`config.mk`:
```
export PLATFORM = sky130hd
export DESIGN_NAME = quadrature_encoder_emulator
export DESIGN_NICKNAME = d
export VERILOG_FILES = /design/src/rtl/encoder_pkg.sv /design/src/rtl/quad_step_timer.sv /design/src/rtl/quadrature_encoder_emulator.sv
export SDC_FILE = /design/constraint.sdc
export NUM_CORES = 1
export LEC_CHECK = 0
export CORE_MARGIN = 2
export CORE_UTILIZATION = 40
export CTS_BUF_LIST = sky130_fd_sc_hd__clkbuf_8 sky130_fd_sc_hd__clkbuf_16
export DETAILED_ROUTE_END_ITERATION = 10
export DONT_BUFFER_PORTS = 1
export GPL_TIMING_DRIVEN = 0
export PLACE_DENSITY = 0.66
export SYNTH_ARGS = -nofsm -noshare
export SYNTH_HDL_FRONTEND = slang
export SYNTH_SLANG_ARGS = --single-unit
```
`constraint.sdc`:
```
create_clock -name clk_i -period 4.8 [get_ports clk_i]
set_clock_uncertainty 0.2 [all_clocks]
set_input_delay 0.24 -clock clk_i [delete_from_list [all_inputs] [get_ports clk_i]]
set_output_delay 0.24 -clock clk_i [all_outputs]
set_load 0.005 [all_outputs]
```
`src/rtl/encoder_pkg.sv`:
```
// Shared types and helpers for the quadrature encoder emulator: quadrature state,
// step direction constants and the per-direction next-state functions.
package encoder_pkg;

  typedef enum logic [1:0] {
    QuadAb00 = 2'b00,
    QuadAb01 = 2'b01,
    QuadAb11 = 2'b11,
    QuadAb10 = 2'b10
  } quad_e;

  typedef enum logic {
    StIdle,
    StRun
  } enc_state_e;

  localparam int unsigned MIN_PERIOD_DEFAULT = 2;

  localparam logic DIR_FWD = 1'b0;
  localparam logic DIR_REV = 1'b1;

  // Forward walk on {A,B}: 00 -> 01 -> 11 -> 10 -> 00
  function automatic quad_e quad_fwd(quad_e s);
    quad_e n;
    case (s)
      QuadAb00: n = QuadAb01;
      QuadAb01: n = QuadAb11;
      QuadAb11: n = QuadAb10;
      default:  n = QuadAb00;
    endcase
    return n;
  endfunction

  // Reverse walk on {A,B}: 00 -> 10 -> 11 -> 01 -> 00
  function automatic quad_e quad_rev(quad_e s);
    quad_e n;
    case (s)
      QuadAb00: n = QuadAb10;
      QuadAb10: n = QuadAb11;
      QuadAb11: n = QuadAb01;
      default:  n = QuadAb00;
    endcase
    return n;
  endfunction

endpackage

```
`src/rtl/quad_step_timer.sv`:
```
// Loadable down-counter pacing quadrature steps; flags the step boundary (count 0)
// and whether the next count value hits the mid-point compare value.
module quad_step_timer #(
  parameter int unsigned Width = 16
) (
  input  logic             clk_i,
  input  logic             rst_ni,
  input  logic             en_i,
  input  logic             load_i,
  input  logic [Width-1:0] load_val_i,
  input  logic [Width-1:0] mid_val_i,
  output logic             tick_o,
  output logic             mid_o
);

  localparam logic [Width-1:0] One = Width'(1);

  logic [Width-1:0] count_q, count_d;

  always_comb begin
    count_d = count_q;
    if (load_i) begin
      count_d = load_val_i;
    end else if (en_i && (count_q != '0)) begin
      count_d = count_q - One;
    end
  end

  always_ff @(posedge clk_i or negedge rst_ni) begin
    if (!rst_ni) begin
      count_q <= '0;
    end else begin
      count_q <= count_d;
    end
  end

  assign tick_o = (count_q == '0);
  // Compared against the next value so the caller can register the result in step.
  assign mid_o  = (count_d == mid_val_i);

endmodule

```
`src/rtl/quadrature_encoder_emulator.sv`:
```
// Quadrature A/B generator with a one-deep command holding register, signed position
// count, step strobe and optional single-cycle glitch on A for debounce testing.
module quadrature_encoder_emulator
  import encoder_pkg::*;
#(
  parameter int unsigned DATA_WIDTH = 16,
  parameter int unsigned MIN_PERIOD = MIN_PERIOD_DEFAULT
) (
  input  logic                  clk_i,
  input  logic                  rst_ni,
  input  logic                  enable_i,
  input  logic                  cmd_valid_i,
  output logic                  cmd_ready_o,
  input  logic [DATA_WIDTH-1:0] cmd_period_i,
  input  logic                  cmd_dir_i,
  input  logic                  glitch_en_i,
  output logic                  encoder_a_o,
  output logic                  encoder_b_o,
  output logic [DATA_WIDTH-1:0] position_o,
  output logic                  step_strobe_o
);

  localparam logic [DATA_WIDTH-1:0] One       = DATA_WIDTH'(1);
  localparam logic [DATA_WIDTH-1:0] MinP      = DATA_WIDTH'(MIN_PERIOD);
  localparam logic [DATA_WIDTH-1:0] GlitchMin = DATA_WIDTH'(4);

  logic                  hold_full_q;
  logic [DATA_WIDTH-1:0] hold_period_q;
  logic                  hold_dir_q;
  enc_state_e            state_q;
  logic [DATA_WIDTH-1:0] act_period_q;
  logic                  act_dir_q;
  quad_e                 quad_q;
  logic [DATA_WIDTH-1:0] position_q;
  logic                  strobe_q;
  logic                  glitch_q;

  logic                  accept, running, boundary, idle_take, run_take, hold_nonzero;
  logic                  tmr_load, tmr_en, tmr_tick, tmr_mid, glitch_d;
  logic [DATA_WIDTH-1:0] tmr_load_val, cmd_clamped, half_period, pos_next;
  quad_e                 quad_next;

  always_comb begin
    accept       = cmd_valid_i && !hold_full_q;
    cmd_clamped  = ((cmd_period_i != '0) && (cmd_period_i < MinP)) ? MinP : cmd_period_i;
    running      = (state_q == StRun);
    hold_nonzero = (hold_period_q != '0);
    boundary     = running && enable_i && tmr_tick;
    idle_take    = !running && enable_i && hold_full_q;
    run_take     = boundary && hold_full_q;
    half_period  = act_period_q >> 1;

    tmr_en   = running && enable_i;
    // While frozen in RUN the counter is held at a full period so re-enable restarts the step.
    tmr_load = (idle_take && hold_nonzero) || boundary || (running && !enable_i);
    tmr_load_val = ((idle_take || run_take) && hold_nonzero) ? hold_period_q - One
                                                              : act_period_q - One;

    glitch_d = running && enable_i && glitch_en_i && (act_period_q >= GlitchMin) &&
               tmr_mid && !tmr_tick;

    quad_next = (act_dir_q == DIR_REV) ? quad_rev(quad_q) : quad_fwd(quad_q);
    pos_next  = (act_dir_q == DIR_REV) ? position_q - One : position_q + One;
  end

  quad_step_timer #(
    .Width(DATA_WIDTH)
  ) u_timer (
    .clk_i      (clk_i),
    .rst_ni     (rst_ni),
    .en_i       (tmr_en),
    .load_i     (tmr_load),
    .load_val_i (tmr_load_val),
    .mid_val_i  (half_period),
    .tick_o     (tmr_tick),
    .mid_o      (tmr_mid)
  );

  always_ff @(posedge clk_i or negedge rst_ni) begin
    if (!rst_ni) begin
      hold_full_q   <= 1'b0;
      hold_period_q <= '0;
      hold_dir_q    <= DIR_FWD;
      state_q       <= StIdle;
      act_period_q  <= '0;
      act_dir_q     <= DIR_FWD;
      quad_q        <= QuadAb00;
      position_q    <= '0;
      strobe_q      <= 1'b0;
      glitch_q      <= 1'b0;
    end else begin
      strobe_q <= boundary;
      glitch_q <= glitch_d;

      if (idle_take || run_take) begin
        hold_full_q <= 1'b0;
      end else if (accept) begin
        hold_full_q   <= 1'b1;
        hold_period_q <= cmd_clamped;
        hold_dir_q    <= cmd_dir_i;
      end

      case (state_q)
        StIdle: begin
          if (idle_take && hold_nonzero) begin
            act_period_q <= hold_period_q;
            act_dir_q    <= hold_dir_q;
            state_q      <= StRun;
          end
        end
        default: begin
          if (boundary) begin
            quad_q     <= quad_next;
            position_q <= pos_next;
            // A pending command takes effect after this step, never on it.
            if (run_take) begin
              if (hold_nonzero) begin
                act_period_q <= hold_period_q;
                act_dir_q    <= hold_dir_q;
              end else begin
                act_period_q <= '0;
                state_q      <= StIdle;
              end
            end
          end
        end
      endcase
    end
  end

  assign cmd_ready_o   = !hold_full_q;
  assign encoder_a_o   = quad_q[1] ^ glitch_q;
  assign encoder_b_o   = quad_q[0];
  assign position_o    = position_q;
  assign step_strobe_o = strobe_q;

endmodule

```
==> results.yml, run 1 <==
finish:
  fillers: 1072
  fin_area_um2: 5490
  finalNetCount: 585
  area_growth_pct: 17.1
  seqCellArea_um2: 1800
  drive_above_1_share: 0.100
  multiInputGateArea_um2: 2780
  diodes: 0
floorplan:
  dieArea_um2: 12600
  core_um2: 11400
  rows: 39
  die_h_um: 112
  die_w_um: 112
  io_pins: 42
  start_util: 0.411
clock_network:
  cts_tree: "done"
  ctsLongestPathBuffers: 2
  clk_pin_slew_ps: 60
  insertion_delay_ps: 340
  htree_num_levels: 3
  root_buffer: "clkbuf_16"
  numCtsBuffers: 9
  cts_sinks: 72
yosys:
  synth_top_area_share: 0.384
  synthAdderAreaFrac: 0.0496
  synth_cell_types: 68
  async_flop_share: 1.00
  synth_ff_type: "dfrtp_1"
  synth_area_um2: 4690
  syn-num-nets: 552
  synth_most_common_cell: "dfrtp_1"
  synthXorXnorAreaFrac: 0.0878
  synthMuxAreaShare: 0.0328
  ys_seq_area_frac: 0.384
  ys_top_cells_by_count: "dfrtp_1, nand2_1, o21ai_0, nor2_1, xnor2_1"
  synthTopCellsByArea: "dfrtp_1, xnor2_1, nand2_1"
  synth_edf_count: 0
  post-synth-top-area-cell: "dfrtp_1"
  synth_seq_cells: 72
  synth_compound_area_frac: 0.204
  netlist_instances: 512
  synth.yosys.warnings: 0
  avgSynthCellArea_um2: 9.16
  synth_top_family_by_area: "simple AND/OR/NAND/NOR gates"
  synth-simple-area-share: 0.208
pwr:
  p_per_area_nw_per_um2: 452
  peakVddDrop_uv: 208
  p_leak_nw: 2.43
route:
  avgRoutedWirePerCell_um: 17.6
  vias: 4104
  dr.pass1.iters: 5
  viasPerCell: 5.92
  post-route-drc-count: 0
  routed_wl_um: 12200
  ant_nets: 0
  drtIter0Drc: 279
placement:
  place_area_um2: 4870
  hpwl_um: 9060
  io_buffers: 0
  gp_congestion: 0.941
global_route:
  antenna_found_initial: 0
  grt.overflow.total: 0
  grt_usage: 0.201
  grt_pass1_wl_um: 20100
  grt_pass1_vias: 3948
  grt_start_max_net_pins: 73
timing:
  fmax_ghz: 0.219
  worstMarginPinSlew_ps: 789
  hold_viol_final: 0
  finalSetupViolations: 0
  period_minus_slack_ps: 4560
  relSlewSlack: 0.469
  finalCritPeriodShare: 0.950
  finalSetupTns_ps: 0
  rsz0062_at_grt: "false"
  slew_violations: 0
critical_path:
  cp_common_cell: "buf_2"
  max_stage_delay_ps: 580
  critPathCaptureType: "flop"
  path_cells: "nor4_1 > and4_1 > a211oi_1 > or2_1 > buf_2 > a22oi_2 > ha_1 > nand2b_4 > or3_1 > buf_2 > a2111o_1 > o2111ai_1 > nand4_1 > or4_1 > nor4_4"
  critPathSlowestCell: "or4_1"
  crit_type: "reg -> reg"
  crit_start: "hold_period_q[2]"
  start_kind: "flop"
  reg2reg_from: "hold_period_q[2]"
  crit_required_ps: 4840
  cp_data_arrival_time_ps: 4600
  crit_fanout: 9
outcome:
  status: "finished clean"
hold_path:
  worstHoldPathType: "in -> reg"
  hp-start: "enable_i"
job:
  maxCapViolations: 0
## cells by family after synthesis
group,Yosys count
AOI/OAI and AO/OA,133
and+or+nand+nor,188
adders and majority gates,18
xor gates and xnor gates,47
muxes,14
buffers and inverters,40
DFF,72
## through the flow
stage               power [mW]  setup WS (ps)  instances  utilization  hold WS [ps]
global route              2.63           58.3        693        0.481           175
CTS                       2.46           31.6        692        0.477           108
global placement          1.66          -19.2        655        0.426          -252
finish                    2.48            238        693        0.481           174
floorplan                 1.48            595        512            -          -256
detailed placement        1.68           -125        655        0.426          -253
## layout by cell type, fill, tap and decap left out, types with 5 or more instances in the layout
master          n
a21o_1          6
a21oi_1        14
a22o_1         16
a22oi_1         5
and2_1          6
clkbuf_1       13
clkbuf_16       9
dfrtp_1        72
dlygate4sd3_1  20
ha_1           17
inv_1          20
mux2_2          5
mux2i_1         6
nand2_1        63
nand3_1        10
nand4_1         7
nor2_1         33
nor3_1         19
nor4_1         11
o21ai_0        36
o31ai_1         5
or3_1           7
xnor2_1        28
xor2_1         19
## report_power, final
| part | switching, mW | leakage, nW | internal, mW |
|---|---|---|---|
| clock | 0.271 | 0.163 | 0.472 |
| combinational | 0.434 | 1.35 | 0.371 |
| sequential | 0.199 | 0.917 | 0.737 |
## flip-flops by register name (all words and copies together), names as in the netlist, 2 cells and up
signal,flops
hold_period_q,16
u_timer.count_q,16
quad_q,2
position_o,16
act_period_q,16
## final cells by class
class | count | area share
Multi-Input combinational cell | 400 | 0.507
Sequential cell | 72 | 0.328
Timing Repair Buffer | 23 | 0.0442
Clock buffer | 10 | 0.0435
Tap cell | 143 | 0.0326
Clock inverter | 6 | 0.0166
Buffer | 19 | 0.0146
Inverter | 20 | 0.0137
## worst max-delay path, delay by kind of cell, from the launching register on
| family | cells | cell delay (ps) |
|---|---|---|
| simple gates | 8 | 2370 |
| compound gates | 4 | 820 |
| flops | 1 | 460 |
| buf+inv | 2 | 350 |
| fa+ha+maj | 1 | 270 |
## metal layers
layer	vias up	GRT usage	wire length, µm
met5	-	0	0
met4	0	0.0764	342
met3	28	0.0367	617
met2	133	0.322	5680
met1	1981	0.271	5550
li1	1962	-	-
## final timing paths
check / end / slack (ps) / depth (start not counted)
worst max-delay path: glitch_q / 240 / 15
worst min-delay path: running / 170 / 3
worst max register to register: glitch_q / 240 / 15
worst min register to register: act_dir_q / 300 / 2
max in group asynchronous: position_o[5] / 3850 / 2
min in group asynchronous: hold_full_q / 270 / 2
## repair_timing
| action | CTS | global route |
|---|---|---|
| gates resized for setup | 3 | 7 |
| hold endpoints to repair | 90 | 0 |
| hold buffers | 21 | 0 |
| endpoints found under the setup margin | 1 | 1 |
| setup buffers | 0 | 2 |
| pin swaps | 0 | 2 |
Note: power is estimated with default switching activity, not from simulation.
==> run 2: changes to the inputs <==
- MAX_ROUTING_LAYER: unset -> met4
- PLACE_DENSITY: 0.66 -> unset
==> results.yml, run 2 (same netlist as run 1, synthesis figures left out) <==
placement:
  place_area_um2: 4870
  gp_congestion: 0.934
  hpwl_um: 9380
  io_buffers: 0
  pre_cts_slack_ps: -131
critical_path:
  cp_data_arrival_time_ps: 4620
  start_kind: "flop"
  crit_type: "reg -> reg"
  crit_required_ps: 4830
  crit_fanout: 10
  critPathCaptureType: "flop"
  path_cells: "inv_1 > ha_1 > nor4b_4 > and4_4 > o221ai_2 > buf_2 > buf_2 > a22oi_1 > ha_2 > nand2b_2 > or3_1 > buf_2 > a2111o_1 > o2111ai_1 > nand4_1 > or4_1 > nor4_4"
  critPathSlowestCell: "or4_1"
  max_stage_delay_ps: 570
  cp_common_cell: "buf_2"
finish:
  fin_area_um2: 5490
  multiInputGateArea_um2: 2790
  diodes: 0
  area_growth_pct: 17.0
  seqCellArea_um2: 1800
  final_common_cell: "dfrtp_1"
  finalNetCount: 586
  fin_util: 0.480
  mostFrequentLayoutCells: "dfrtp_1, nand2_1, o21ai_0, nor2_1, xnor2_1"
  fillers: 1103
  drive_above_1_share: 0.107
floorplan:
  core_um2: 11400
  rows: 39
  die_w_um: 112
  die_h_um: 112
  dieArea_um2: 12600
  start_util: 0.411
  io_pins: 42
timing:
  finalCritPeriodShare: 0.956
  fmax_ghz: 0.218
  finalWorstSetupSlack_ps: 211
  relSlewSlack: 0.486
  rsz0062_at_grt: "false"
  hold_viol_final: 0
  finalSetupViolations: 0
  worstMarginPinSlew_ps: 766
  slew_violations: 0
  period_minus_slack_ps: 4590
route:
  routed_wl_um: 12600
  dr.pass1.iters: 4
  viasPerCell: 5.88
  post-route-drc-count: 0
  avgRoutedWirePerCell_um: 18.1
  ant_nets: 0
  drtIter0Drc: 229
  vias: 4082
clock_network:
  htree_num_levels: 3
  insertion_delay_ps: 340
  clk_pin_slew_ps: 60
  root_buffer: "clkbuf_16"
  cts_sinks: 72
  numCtsBuffers: 9
  cts_tree: "done"
  ctsLongestPathBuffers: 2
hold_path:
  worstHoldPathType: "in -> reg"
pwr:
  p_leak_nw: 2.42
  peakVddDrop_uv: 276
  p_per_area_nw_per_um2: 444
global_route:
  grt_usage: 0.213
  grt_pass1_vias: 4062
  grt_start_max_net_pins: 73
  grt.overflow.total: 0
  antenna_found_initial: 0
  grt_pass1_wl_um: 20700
job:
  maxCapViolations: 0
outcome:
  status: "finished clean"
run 2: through the flow:
stage               TNS [ps]  hold slack, ps  total power [mW]  std cells
CTS                        0             116              2.42        692
global route               0             180              2.59        694
detailed placement      -131            -253              1.69        655
global placement       -76.1            -253              1.67        655
floorplan                  0            -256              1.48        512
finish                     0             168              2.44        694
run 2: area by class of cell:
type / instances / area share
plain buffers: 20 / 0.0162
clock buffers: 10 / 0.0436
clock inverters: 6 / 0.0125
inverters: 20 / 0.0137
multi-input cells: 400 / 0.509
flip-flops and latches: 72 / 0.328
well taps: 143 / 0.0326
repair buffers: 23 / 0.0442
run 2: where the power goes:
part	internal (mW)	switching, mW
sequential	0.737	0.206
clock	0.418	0.270
combinational	0.371	0.434
total	1.53	0.910
run 2: routing by layer:
layer  GRT usage  part of all wire
met4      0.0862             0.029
met2       0.330              0.47
met3      0.0378             0.042
met5           -                 0
met1       0.279              0.46
run 2: final timing paths:
kind                                          from             endpoint  cells after the start  slack [ps]
max in group asynchronous                   rst_ni  u_timer.count_q[10]                      2        3860
min in group asynchronous                   rst_ni        position_o[7]                      2         250
worst max register to register  u_timer.count_q[0]             glitch_q                     17         210
worst max-delay path            u_timer.count_q[0]             glitch_q                     17         210
worst min-delay path                      enable_i              running                      3         170
worst min register to register          hold_dir_q            act_dir_q                      2         280
run 2: critical path, delay by kind of cell, from the launching register on:
family                     cells  cell delay [ps]
and+or+nand+nor                7             1990
adders and majority gates      2              390
buffers and inverters          4              710
AOI/OAI and AO/OA              4              750
DFF                            1              430
run 2: repair_timing:
item                       4_1_cts  5_1_grt
resized for setup                3       11
pin swaps                        0        2
hold buffers                    21        0
setup endpoints to repair        1        1
hold endpoints to repair        90        0
buffers inserted                 0        2
==> run 3: changes to the inputs <==
- ABC_AREA: unset -> 0
- clock period: 4.8 -> 5.9 ns (I/O delays scaled with it)
==> results.yml, run 3 (same netlist as run 1, synthesis figures left out) <==
outcome:
  status: "finished clean"
pwr:
  p_per_area_nw_per_um2: 362
  p_int_mw: 1.23
  seq_power_share: 0.388
  power.total_mw: 1.96
  combinationalPowerShare: 0.326
  clkPwrFrac: 0.286
  peakVddDrop_uv: 223
  p_leak_nw: 2.40
  switching_share: 0.369
  power.switching_uw: 723
placement:
  io_buffers: 0
  hpwl_um: 9380
  gp_congestion: 0.934
  pre_cts_slack_ps: 969
finish:
  diodes: 0
  seqCellArea_um2: 1800
  mostFrequentLayoutCells: "dfrtp_1, nand2_1, o21ai_0, nor2_1, xnor2_1"
  area_growth_pct: 15.2
  finalNetCount: 584
  fillers: 1109
  drive_above_1_share: 0.0893
  multiInputGateArea_um2: 2730
  final_common_cell: "dfrtp_1"
floorplan:
  io_pins: 42
  rows: 39
  dieArea_um2: 12600
  die_h_um: 112
  die_w_um: 112
  start_util: 0.411
  core_um2: 11400
global_route:
  grt_pass1_vias: 4061
  grt.overflow.total: 0
  grt_usage: 0.213
  antenna_found_initial: 0
  grt_start_max_net_pins: 73
  grt_pass1_wl_um: 20700
timing:
  relSlewSlack: 0.491
  whs_ps: 196
  worstMarginPinSlew_ps: 759
  period_minus_slack_ps: 4990
  slew_violations: 0
  hold_viol_final: 0
  finalSetupTns_ps: 0
  finalWorstSetupSlack_ps: 910
  fmax_ghz: 0.200
  rsz0062_at_grt: "false"
  finalSetupViolations: 0
  finalCritPeriodShare: 0.846
route:
  viasPerCell: 5.85
  avgRoutedWirePerCell_um: 18.0
  wl_met2_um: 5780
  met3_length_um: 529
  routed_wl_um: 12500
  dr.pass1.iters: 5
  drt-met1-wl_um: 5790
  post-route-drc-count: 0
  ant_nets: 0
  drtIter0Drc: 276
  vias: 4046
  top_layer: "met4"
critical_path:
  reg2reg_to: "glitch_q"
  cp-endpoint: "glitch_q"
  critPathSlowestCell: "nor4_1"
  cp.depth: 16
  critPathBufInv: 3
  crit_type: "reg -> reg"
  crit_fanout: 10
  crit_required_ps: 5920
  critPathCaptureType: "flop"
  max_stage_delay_ps: 560
  path_cells: "nor4_1 > nand4_1 > buf_2 > nor3_2 > or2_1 > buf_2 > a22oi_1 > ha_1 > nand2b_1 > or3_1 > buf_2 > xnor2_1 > mux2_1 > xor2_1 > or4_1 > nor4_2"
  start_kind: "flop"
  ff2ff_path_depth: 16
  reg2reg_from: "u_timer.count_q[11]"
  cp_data_arrival_time_ps: 5010
  cp_common_cell: "buf_2"
  crit_start: "u_timer.count_q[11]"
  path_delay_family: "simple AND/OR/NAND/NOR gates"
  r2r_setup_slack_ps: 910
hold_path:
  worstHoldPathType: "in -> reg"
clock_network:
  cts-resized-gates: 0
  root_buffer: "clkbuf_16"
  cts_sinks: 72
  post_cts_buffers: 0
  cts_tree: "done"
  htree_num_levels: 3
  clk_pin_slew_ps: 60
  cts_hold_buf: 21
  insertion_delay_ps: 340
  numCtsBuffers: 9
  ctsLongestPathBuffers: 2
job:
  maxCapViolations: 0
## run 3: layout make-up
class,count,area share
repair buffers,21,0.0421
well taps,143,0.0331
clock inverters,6,0.0127
plain buffers,20,0.0153
inverters,20,0.0139
clock buffers,10,0.0442
multi-input cells,400,0.505
flip-flops and latches,72,0.333
## run 3: metrics by stage
stage / cells / utilization / area [µm²]
after floorplan: 512 / - / 4690
after global placement: 655 / 0.426 / 4870
after detailed placement: 655 / 0.426 / 4870
after CTS: 692 / 0.473 / 5410
after global routing: 692 / 0.473 / 5410
final: 692 / 0.473 / 5410
## run 3: worst min-delay path: cells and delay by family
| kind | cells | cell delay [ps] |
|---|---|---|
| AO/OA/AOI/OAI | 1 | 130 |
| AND/OR/NAND/NOR | 2 | 260 |
## run 3: worst min path at each step
stage / startpoint / endpoint / slack, ps / depth (start not counted)
after floorplan: rst_ni / act_dir_q / -200 / 0
after global placement: rst_ni / position_o[3] / -200 / 0
after detailed placement: rst_ni / position_o[5] / -200 / 0
after CTS: enable_i / running / 180 / 3
after global routing: enable_i / running / 210 / 3
final: enable_i / running / 200 / 3
## run 3: layer usage
layer  vias up  track usage
met4         0       0.0862
met2       118        0.330
met1      1938        0.279
met5         -            -
met3        30       0.0378
li1       1960            -
## run 3: power groups by stage
stage               logic [mW]  registers [mW]  clock network (mW)
floorplan                0.496           0.711                   0
global placement         0.598           0.757                   0
detailed placement       0.607           0.764                   0
CTS                      0.635           0.756               0.571
global route             0.716           0.778               0.593
finish                   0.638           0.759               0.560
